--- src/rtl/fetch_stage.sv ---
// rtl/fetch_stage.sv - instruction fetch stage with PC, imem request port, IF/ID register and skid buffer
//
// Purpose:
//   Owns the program counter and issues one instruction-memory transaction
//   at a time on a req/ready port. Completed fetches are written into the
//   IF/ID pipeline register that feeds decode. A decode stall that coincides
//   with a completing fetch parks the instruction in a one-entry skid buffer
//   (HOLD state). An execute redirect flushes IF/ID and steers the PC. If a
//   transaction is still in flight, its response is dropped when it arrives.
//
// Ports:
//   clk              in   single clock, rising-edge updates
//   rst              in   synchronous active-low reset
//   hazard_detected  in   decode stall request; IF/ID and PC hold
//   branch_taken     in   execute redirect/flush pulse
//   branch_addr      in   redirect target, valid with branch_taken
//   imem_req         out  fetch request
//   imem_addr        out  fetch address, held stable until imem_ready
//   imem_ready       in   transaction complete, imem_rdata valid
//   imem_rdata       in   fetched instruction
//   instr_ID         out  IF/ID instruction
//   pc_ID            out  address of instr_ID
//   valid_ID         out  IF/ID holds a real instruction (0 = bubble)

module fetch_stage #(
  parameter int                 ADDR_W   = 32,
  parameter int                 INSTR_W  = 32,
  parameter int                 PC_STEP  = 4,
  parameter logic [ADDR_W-1:0]  RESET_PC = '0
) (
  input  logic               clk,
  input  logic               rst,
  input  logic               hazard_detected,
  input  logic               branch_taken,
  input  logic [ADDR_W-1:0]  branch_addr,
  output logic               imem_req,
  output logic [ADDR_W-1:0]  imem_addr,
  input  logic               imem_ready,
  input  logic [INSTR_W-1:0] imem_rdata,
  output logic [INSTR_W-1:0] instr_ID,
  output logic [ADDR_W-1:0]  pc_ID,
  output logic               valid_ID
);

  localparam logic [ADDR_W-1:0] STEP = ADDR_W'(PC_STEP);

  typedef enum logic {
    S_FETCH = 1'b0,
    S_HOLD  = 1'b1
  } state_t;

  state_t              r_state;
  logic [ADDR_W-1:0]   r_pc;         // next address to fetch
  logic [ADDR_W-1:0]   r_req_addr;   // address presented on imem_addr
  logic                r_req;
  logic                r_drop;       // response of the in-flight fetch is stale
  logic                r_skid_valid;
  logic [INSTR_W-1:0]  r_skid_instr;
  logic [ADDR_W-1:0]   r_skid_pc;
  logic [INSTR_W-1:0]  r_instr_id;
  logic [ADDR_W-1:0]   r_pc_id;
  logic                r_valid_id;

  logic [ADDR_W-1:0]   w_next_seq;
  logic [ADDR_W-1:0]   w_restart;

  // Sequential successor of the address being fetched; wraps silently.
  assign w_next_seq = r_req_addr + STEP;

  // Where to restart after a discarded response: a same-cycle redirect wins
  // over the target remembered from an earlier redirect.
  assign w_restart  = branch_taken ? branch_addr : r_pc;

  assign imem_req   = r_req;
  assign imem_addr  = r_req_addr;
  assign instr_ID   = r_instr_id;
  assign pc_ID      = r_pc_id;
  assign valid_ID   = r_valid_id;

  always_ff @(posedge clk) begin
    if (!rst) begin
      r_state      <= S_FETCH;
      r_pc         <= RESET_PC;
      r_req_addr   <= RESET_PC;
      r_req        <= 1'b0;
      r_drop       <= 1'b0;
      r_skid_valid <= 1'b0;
      r_skid_instr <= '0;
      r_skid_pc    <= '0;
      r_instr_id   <= '0;
      r_pc_id      <= '0;
      r_valid_id   <= 1'b0;
    end else begin
      case (r_state)
        S_FETCH: begin
          if (!r_req) begin
            // First cycle out of reset: nothing outstanding, start fetching.
            r_req <= 1'b1;
            if (branch_taken) begin
              r_pc       <= branch_addr;
              r_req_addr <= branch_addr;
              r_valid_id <= 1'b0;
            end else begin
              r_req_addr <= r_pc;
            end
          end else if (imem_ready) begin
            if (r_drop || branch_taken) begin
              // Stale or flushed response: discard and restart at the target.
              r_drop     <= 1'b0;
              r_pc       <= w_restart;
              r_req_addr <= w_restart;
              r_valid_id <= 1'b0;
            end else if (!hazard_detected) begin
              r_instr_id <= imem_rdata;
              r_pc_id    <= r_req_addr;
              r_valid_id <= 1'b1;
              r_pc       <= w_next_seq;
              r_req_addr <= w_next_seq;
            end else begin
              // Decode is stalled: park the instruction and stop requesting.
              r_skid_instr <= imem_rdata;
              r_skid_pc    <= r_req_addr;
              r_skid_valid <= 1'b1;
              r_pc         <= w_next_seq;
              r_req_addr   <= w_next_seq;
              r_req        <= 1'b0;
              r_state      <= S_HOLD;
            end
          end else if (branch_taken) begin
            // Address must stay stable until ready; remember to drop the data.
            r_pc       <= branch_addr;
            r_drop     <= 1'b1;
            r_valid_id <= 1'b0;
          end else if (!hazard_detected) begin
            r_valid_id <= 1'b0;
          end
        end

        S_HOLD: begin
          if (branch_taken) begin
            r_skid_valid <= 1'b0;
            r_pc         <= branch_addr;
            r_req_addr   <= branch_addr;
            r_valid_id   <= 1'b0;
            r_req        <= 1'b1;
            r_state      <= S_FETCH;
          end else if (!hazard_detected) begin
            // Skid drains into ID while the next fetch is issued this cycle.
            r_instr_id   <= r_skid_instr;
            r_pc_id      <= r_skid_pc;
            r_valid_id   <= r_skid_valid;
            r_skid_valid <= 1'b0;
            r_req_addr   <= r_pc;
            r_req        <= 1'b1;
            r_state      <= S_FETCH;
          end
        end

        default: begin
          r_state <= S_FETCH;
          r_req   <= 1'b0;
        end
      endcase
    end
  end

endmodule

--- config.mk ---
export PLATFORM = sky130hd
export DESIGN_NAME = fetch_stage
export DESIGN_NICKNAME = d
export VERILOG_FILES = /design/src/rtl/fetch_stage.sv
export SDC_FILE = /design/constraint.sdc
export NUM_CORES = 1
export LEC_CHECK = 0
export ABC_AREA = 1
export CORE_MARGIN = 3
export CORE_UTILIZATION = 38
export CTS_CLUSTER_DIAMETER = 120
export DETAILED_ROUTE_END_ITERATION = 10
export GPL_TIMING_DRIVEN = 1
export PLACE_DENSITY = 0.72
export SETUP_SLACK_MARGIN = 0.1
export SLEW_MARGIN = 10
export SYNTH_ARGS = -nofsm -noshare
export SYNTH_HDL_FRONTEND = slang
export SYNTH_SLANG_ARGS = --single-unit
--- constraint.sdc ---
create_clock -name clk -period 1.71 [get_ports clk]
set_input_delay 0.342 -clock clk [delete_from_list [all_inputs] [get_ports clk]]
set_output_delay 0.342 -clock clk [all_outputs]
set_load 0.1 [all_outputs]
[After elaboration in Yosys (flattened, before gate mapping)]
Index checks and enable logic that the tools add are counted.
Operators by class
  equality and inequality tests: 13
  mux-type cells: 54
  reductions and logical operators: 8
  add/subtract/negate cells: 1
  bitwise gates (word level): 2
Operators by type and width (count)
  2-to-1 mux 32 bit: 20
  one-hot mux 32 bit (2 select lines): 4
  adder 32 x 3 -> 32 bit (second input constant): 1
  2-to-1 mux 1 bit: 26
  != test 2 bit (second input constant): 7
  AND reduction 5 bit: 2
  != test 3 bit (second input constant): 3
  one-hot mux 1 bit (2 select lines): 4
  AND reduction 4 bit: 2
  AND reduction 6 bit: 1
  != test 5 bit (second input constant): 1
  != test 4 bit (second input constant): 1
  != test 2 x 1 -> 1 bit (second input constant): 1
  NOT 1 bit: 2
  AND reduction 2 bit: 1
  nonzero test 2 bit: 1
  logical OR 1 bit: 1
Word-level totals
  word-level logic and storage cells: 89
  input port bits: 69
  register bits: 197
  output and inout port bits: 98

[Logic depth before layout (Yosys ltp)]
Gate-level depths: netlist of run 1.
  word-level depth: 5
  depth in mapped cells: 12
  gate-level depth less buffers: 12

[Worst setup path after synthesis of run 1]
Ideal clock, no wire load.
  path type: reg-to-reg
  start: register r_req_addr[3], in the netlist imem_addr[3]
  end: register r_pc[18]
  required time: 1595 ps
  path slack: -710 ps
  buffers on the path: 0
  arrival time: 2304 ps
  setup time: 115 ps
  stages on the path, launching flop included: 11
  period minus slack after synthesis: 2420 ps
  cells stage by stage: dfxtp_1 > ha_1 > nand2_1 > nor2_2 > nand2_1 > nor2_2 > nand2_1 > nand3_1 > o21ai_0 > o21ai_0 > inv_1
On the way
  longest elaborated chain between the ends: 5
RTL lines
  start: declaration: RTL line 54  | logic [ADDR_W-1:0] r_req_addr;
  start signal: assignment: RTL line 101  | r_req_addr <= branch_addr;
  start signal: assignment: RTL line 104  | r_req_addr <= r_pc;
  start signal: assignment: RTL line 111  | r_req_addr <= w_restart;
  adder 32 x 3 -> 32 bit: RTL line 68  | assign w_next_seq = r_req_addr + STEP;
  2-to-1 mux 32 bit: RTL line 107  | if (r_drop || branch_taken) begin
  2-to-1 mux 32 bit: RTL line 106  | end else if (imem_ready) begin
  2-to-1 mux 32 bit: RTL line 96  | if (!r_req) begin
  one-hot mux 32 bit (2 select lines): RTL line 94  | case (r_state)
  end signal: assignment: RTL line 100  | r_pc <= branch_addr;
  end signal: assignment: RTL line 110  | r_pc <= w_restart;
  end signal: assignment: RTL line 117  | r_pc <= w_next_seq;
  end: declaration: RTL line 53  | logic [ADDR_W-1:0] r_pc;
No other way between the ends.
A chain may end at the register's enable or synchronous reset.

[Worst setup path in the final report of run 1]
  start: register r_req_addr[3], in the netlist imem_addr[3]
  end: register r_req_addr[30], in the netlist imem_addr[30]
On the way
  longest elaborated chain between the ends: 5
RTL lines (RTL line)
  adder 32 x 3 -> 32 bit: 68
  2-to-1 mux 32 bit: 107
  2-to-1 mux 32 bit: 106
  2-to-1 mux 32 bit: 96
  one-hot mux 32 bit (2 select lines): 94
No other way between the ends. The select of a mux whose other input is x is not followed.

==> results.json, run 1 <==
{
  "grt_pass1_vias": 9553,
  "insertion_delay_ns": 0.45,
  "start_kind": "register",
  "synth_top_area_share_pct": 41.68,
  "syn_area_per_cell_um2": 6.701,
  "dieArea_mm2": 0.02683,
  "worstSetupPathType": "reg2reg",
  "period_needed_ns": 1.760,
  "power_density_mw_per_mm2": 868.0,
  "ys_types": 40,
  "final_layout_size_suffix_gt1_share_pct": 24.86,
  "synth_flop_cell": "dfxtp_1",
  "core_mm2": 0.02439,
  "cts_root_buf": "clkbuf_16",
  "wire_per_inst_um": 16.47,
  "synth_area_leaders": "dfxtp_1 (42%), nand2_1 (12%), nor2_1 (9.1%)",
  "ir_worst_vdd_v": 0.0006432,
  "drv_slew": 0,
  "final_common_cell": "nand2_1",
  "crit_fanout": 5,
  "cap_viol_max_count": 0,
  "r2r_end": "imem_addr[30]",
  "row_count": 57,
  "synth_edf_count": 0,
  "dp.cells": 1892,
  "io_buffers": 166,
  "cts.sinks": 197,
  "grt_first_pass_wirelength_mm": 47.58,
  "dr.pass1.iters": 5,
  "gr-usage-all-layers_pct": 22.07,
  "syn2layout_area_growth_pct": 53.93,
  "cts_tree": "built",
  "synth_area_mm2": 0.009462,
  "tightest_slew_ns": 0.4230,
  "finalClockSkew_ns": 0.01087,
  "synth-seq-cells": 197,
  "setup_viol": 10,
  "final_nets": 1698,
  "die_x_um": 163.8,
  "power_leakage_uw": 0.006259,
  "violations": "negative setup slack",
  "placed_area_mm2": 0.01301,
  "synth_warnings": 0,
  "reg2reg_depth": 12,
  "min_to": "imem_addr[29]",
  "clockBufferDepth": 2,
  "grt_max_degree": 100,
  "drtIter0Drc": 1012,
  "cp-end-kind": "register",
  "final_cell_area_mm2": 0.01456,
  "relSlewSlack_pct": 71.80,
  "hold_class": "in2reg",
  "hold_buffers": 0,
  "rsz0062_at_grt": "true",
  "min_from": "rst",
  "syn_inst": 1412,
  "numCtsBuffers": 17,
  "min_period_over_period_pct": 102.9,
  "required_ns": 2.05,
  "fin_util_pct": 59.71,
  "dpl.hpwl_mm": 20.60,
  "ant_nets": 0,
  "synthArstFlopShare_pct": 0,
  "pre_cts_ws_ns": -0.4973,
  "status": "finished, violations left",
  "fp.dieH_um": 163.8,
  "finalWorstSetupSlack_ns": -0.04982,
  "clk_pin_slew_ns": 0.08,
  "initial_core_util_pct": 38.79,
  "hold_viol_final": 0,
  "vias_per_cell": 5.268,
  "dr_total_vias": 10357,
  "ys_seq_area_share_pct": 41.68,
  "cp.arrival_ns": 2.10,
  "routed_wirelength_mm": 32.38,
  "antenna_found_initial": 1,
  "mostFrequentLayoutCells": "nand2_1 (281), nor2_1 (209), dfxtp_1 (165), o21ai_0 (147), buf_12 (115)",
  "grt_remaining_overflow": 0,
  "hold_path_depth": 4,
  "final_cells": 1966,
  "r2r_slack_ns": -0.05,
  "drc_errors": 0,
  "cts.htree.levels": 4,
  "gp_congestion": 0.8556,
  "ios": 167,
  "reg2reg_from": "imem_addr[3]",
  "fmax_mhz": 568.2,
  "syn_nets": 1482,
  "yosys.area.top_type": "dfxtp_1"
}
through the flow:
step | hold WS (ns) | setup TNS, ns | power, µW
after detailed placement | 0.4660 | -56.41 | 8372
after global placement | 0.4544 | -54.60 | 8332
after global routing | 0.4360 | -1.550 | 13130
after floorplan | 0.4441 | 0 | 7042
after CTS | 0.3987 | 0 | 12490
final | 0.4269 | -0.2011 | 12640
Yosys cell counts, drive strengths merged, types with 2 or more instances:
cell type,n
nand2,313
nor2,235
o21ai,228
dfxtp,197
inv,113
a21oi,111
nand3,55
buf,49
clkbuf,40
or2,14
o211ai,13
mux2i,9
xor2,6
a211oi,5
a31oi,5
o22ai,3
clkinv,2
nand4,2
o31ai,2
critical path, cell delays in order, from the launching register on:
cell and delay [ns]:
dfxtp_4 0.38, ha_4 0.15, nand2_4 0.06, nor2_4 0.24, nand2_4 0.13, nor2_4 0.21
nand2_2 0.07, nand2_2 0.06, nand2_2 0.07, nand2_2 0.09, nand3_2 0.07, nand2_1 0.07
a21oi_1 0.05
layout make-up:
type                    instances  area (µm²)
multi-input cells            1011        5064
repair buffers                286        3983
well taps                     324       405.4
inverters                     115       456.7
diodes                          1       2.502
clock inverters                15       173.9
flip-flops and latches        197        4054
fillers                      2114        9827
clock buffers                  17       425.4
power breakdown:
part | switching, µW | total (µW) | internal, µW
clock | 2120 | 4100 | 1990
sequential | 278 | 5130 | 4850
combinational | 2100 | 3410 | 1310
repair_timing:
action,4_1_cts,5_1_grt
gates resized for setup,24,121
gates cloned,1,11
pin swaps,12,42
buffers inserted,8,21
setup endpoints to repair,105,155
registers in the layout, indices dropped and copies added (netlist names), 32 cells and up:
signal        count
imem_addr        32
instr_ID         32
pc_ID            32
r_pc             32
r_skid_instr     32
r_skid_pc        32
worst max-delay path by stage:
stage / depth (start not counted) / end / slack [ns] / from
after floorplan: 12 / r_pc[30] / 0.006 / imem_addr[3]
after global placement: 10 / pc_ID[5] / -0.43 / imem_ready
after detailed placement: 9 / imem_addr[15] / -0.50 / branch_taken
after CTS: 12 / r_pc[30] / 0.05 / imem_addr[2]
after global routing: 12 / r_pc[30] / -0.13 / imem_addr[2]
final: 12 / imem_addr[30] / -0.05 / imem_addr[3]
kinds of logic (layout without fill, tap and decap cells):
logic type | Yosys count | in the layout | share of synthesized area, %
AOI/OAI and AO/OA | 374 | 374 | 20.95
xor gates and xnor gates | 6 | 6 | 0.5554
adders and majority gates | 1 | 1 | 0.1322
buffers and inverters | 204 | 433 | 9.416
DFF | 197 | 197 | 41.68
muxes | 9 | 9 | 0.9522
other | 0 | 1 | 0
and+or+nand+nor | 621 | 621 | 26.32
metal layers:
layer | up-vias | GRT usage (%) | part of all wire, %
met3 | 92 | 5.851 | 7.3
met1 | 4830 | 26.97 | 41
li1 | 5019 | - | -
met4 | 0 | 8.535 | 3.5
met5 | - | 0 | 0
met2 | 416 | 37.13 | 48
Power figures use the tool's default switching activity.
==> inputs of run 2 (changes only) <==
--- a/config.mk
+++ b/config.mk
@@ -12,6 +12,7 @@
 export DETAILED_ROUTE_END_ITERATION = 10
 export GPL_TIMING_DRIVEN = 1
 export PLACE_DENSITY = 0.72
+export RECOVER_POWER = 100
 export SETUP_SLACK_MARGIN = 0.1
 export SLEW_MARGIN = 10
 export SYNTH_ARGS = -nofsm -noshare
==> results.json, run 2 (same netlist as run 1, synthesis figures left out) <==
{
  "drtIter0Drc": 979,
  "dpl.hpwl_mm": 20.60,
  "grt_first_pass_wirelength_mm": 47.58,
  "tightest_slew_ns": 0.6130,
  "rsz0062_at_grt": "true",
  "worstSetupPathType": "reg2reg",
  "cp.arrival_ns": 2.09,
  "grt_use_met1_pct": 26.97,
  "mostFrequentLayoutCells": "nand2_1 (282), nor2_1 (209), dfxtp_1 (168), o21ai_0 (147), inv_1 (104)",
  "row_count": 57,
  "pwr-share-comb_pct": 25.0,
  "drv_slew": 0,
  "final_common_cell": "nand2_1",
  "p_seq_share_pct": 41.5,
  "syn2layout_area_growth_pct": 40.12,
  "fmax_mhz": 570.1,
  "status": "finished, violations left",
  "finalWorstSetupSlack_ns": -0.04408,
  "violations": "negative setup slack",
  "crit_fanout": 5,
  "clockBufferDepth": 2,
  "cts_tree": "built",
  "hold_viol_final": 0,
  "slowest_stage": "dfxtp_4",
  "die_x_um": 163.8,
  "swShare_pct": 36.07,
  "io_buffers": 166,
  "cts.htree.levels": 4,
  "clock_power_share_pct": 33.5,
  "core_mm2": 0.02439,
  "antenna_found_initial": 1,
  "crit_chain": "ha_4 -> nand2_4 -> nor2_4 -> nand2_4 -> nor2_4 -> nand2_2 -> nand2_2 -> nand2_2 -> nand2_2 -> nand3_2 -> nand2_1 -> a21oi_1",
  "final_nets": 1698,
  "critPathMaxStageDelay_ns": 0.38,
  "power_density_mw_per_mm2": 922.5,
  "gp_congestion": 0.8556,
  "use_met3_pct": 5.851,
  "grt_pass1_vias": 9553,
  "reg2reg_from": "imem_addr[3]",
  "clk_pin_slew_ns": 0.08,
  "start_kind": "register",
  "period_needed_ns": 1.754,
  "required_ns": 2.05,
  "grt_remaining_overflow": 0,
  "initial_core_util_pct": 38.79,
  "final_layout_size_suffix_gt1_share_pct": 24.62,
  "min_from": "rst",
  "r2r_slack_ns": -0.04,
  "min_to": "imem_addr[29]",
  "drc_errors": 0,
  "cap_viol_max_count": 0,
  "crit_top_cell": "nand2_2",
  "ant_nets": 0,
  "power.switching_uw": 4412,
  "wire_per_inst_um": 16.59,
  "vias_per_cell": 5.259,
  "fp.dieH_um": 163.8,
  "dr.pass1.iters": 8,
  "grt_max_degree": 100,
  "setup_viol": 13,
  "numCtsBuffers": 17,
  "reg2reg_depth": 12,
  "grtUsageMet2_pct": 37.13,
  "whs_ns": 0.4292,
  "cts.sinks": 197,
  "p_int_uw": 7818,
  "hold_path_depth": 4,
  "finalClockSkew_ns": 0.01063,
  "dieArea_mm2": 0.02683,
  "r2r_end": "imem_addr[30]",
  "insertion_delay_ns": 0.45,
  "hold_class": "in2reg",
  "cts_root_buf": "clkbuf_16",
  "dr_total_vias": 10340,
  "gr-usage-all-layers_pct": 22.07,
  "relSlewSlack_pct": 59.13,
  "busiest_layer": "met2",
  "cp-end-kind": "register",
  "min_period_over_period_pct": 102.6,
  "ios": 167,
  "power_leakage_uw": 0.005941,
  "routed_wirelength_mm": 32.62,
  "ir_worst_vdd_v": 0.0006450,
  "tns_ns": -0.2182
}
## run 2: final cells by class
class | count | area, µm²
tap | 324 | 405.4
multi-input combinational | 1011 | 5040
clock buffer | 17 | 425.4
inverter | 115 | 445.4
sequential | 197 | 4050
antenna | 1 | 2.502
clock inverter | 15 | 173.9
fill | 2292 | 11130
timing repair buffer | 286 | 2715
## run 2: power groups by stage
stage               logic [µW]  clock network (µW)  registers [µW]
floorplan                  955                   0            6090
global placement          3100                   0            5230
detailed placement        3140                   0            5230
CTS                       3190                4180            5120
global route              3270                4350            5100
finish                    3060                4090            5080
## run 2: what timing repair did
action | 4_1_cts | 5_1_grt
endpoints found under the setup margin | 105 | 155
buffers inserted | 8 | 21
pin swaps | 12 | 42
hold buffers | 0 | 0
resized for setup | 24 | 121
cloned | 1 | 11
## run 2: layer usage
| layer | vias to the layer above | part of all wire, % |
|---|---|---|
| met1 | 4824 | 41 |
| met3 | 85 | 7.7 |
| met4 | 0 | 3.4 |
| li1 | 5008 | - |
| met2 | 423 | 48 |
| met5 | - | 0 |
## run 2: per-stage QoR
stage	worst slack, ns	instance area (µm²)	total power [µW]	instances	util [%]
2_1_floorplan	0.006154	9633	7042	1412	-
3_3_place_gp	-0.4346	13010	8332	1892	53.32
3_5_place_dp	-0.4973	13010	8372	1892	53.32
4_1_cts	0.05337	13750	12490	1933	56.38
5_1_grt	-0.1279	13260	12720	1965	54.34
6_report	-0.04408	13260	12230	1966	54.36
## run 2: worst max path at each step
stage | start | end | cells past startpoint
after CTS | imem_addr[2] | r_pc[30] | 12
after global routing | imem_addr[2] | r_pc[30] | 12
final | imem_addr[3] | imem_addr[30] | 12
after floorplan | imem_addr[3] | r_pc[30] | 12
after global placement | imem_ready | pc_ID[5] | 10
after detailed placement | branch_taken | imem_addr[15] | 9
## run 2: critical path: cells and delay by family, from the launching register on
family	cells	cell delay, ns
compound gates	1	0.06
fa+ha+maj	1	0.15
flops	1	0.38
simple gates	10	1.04
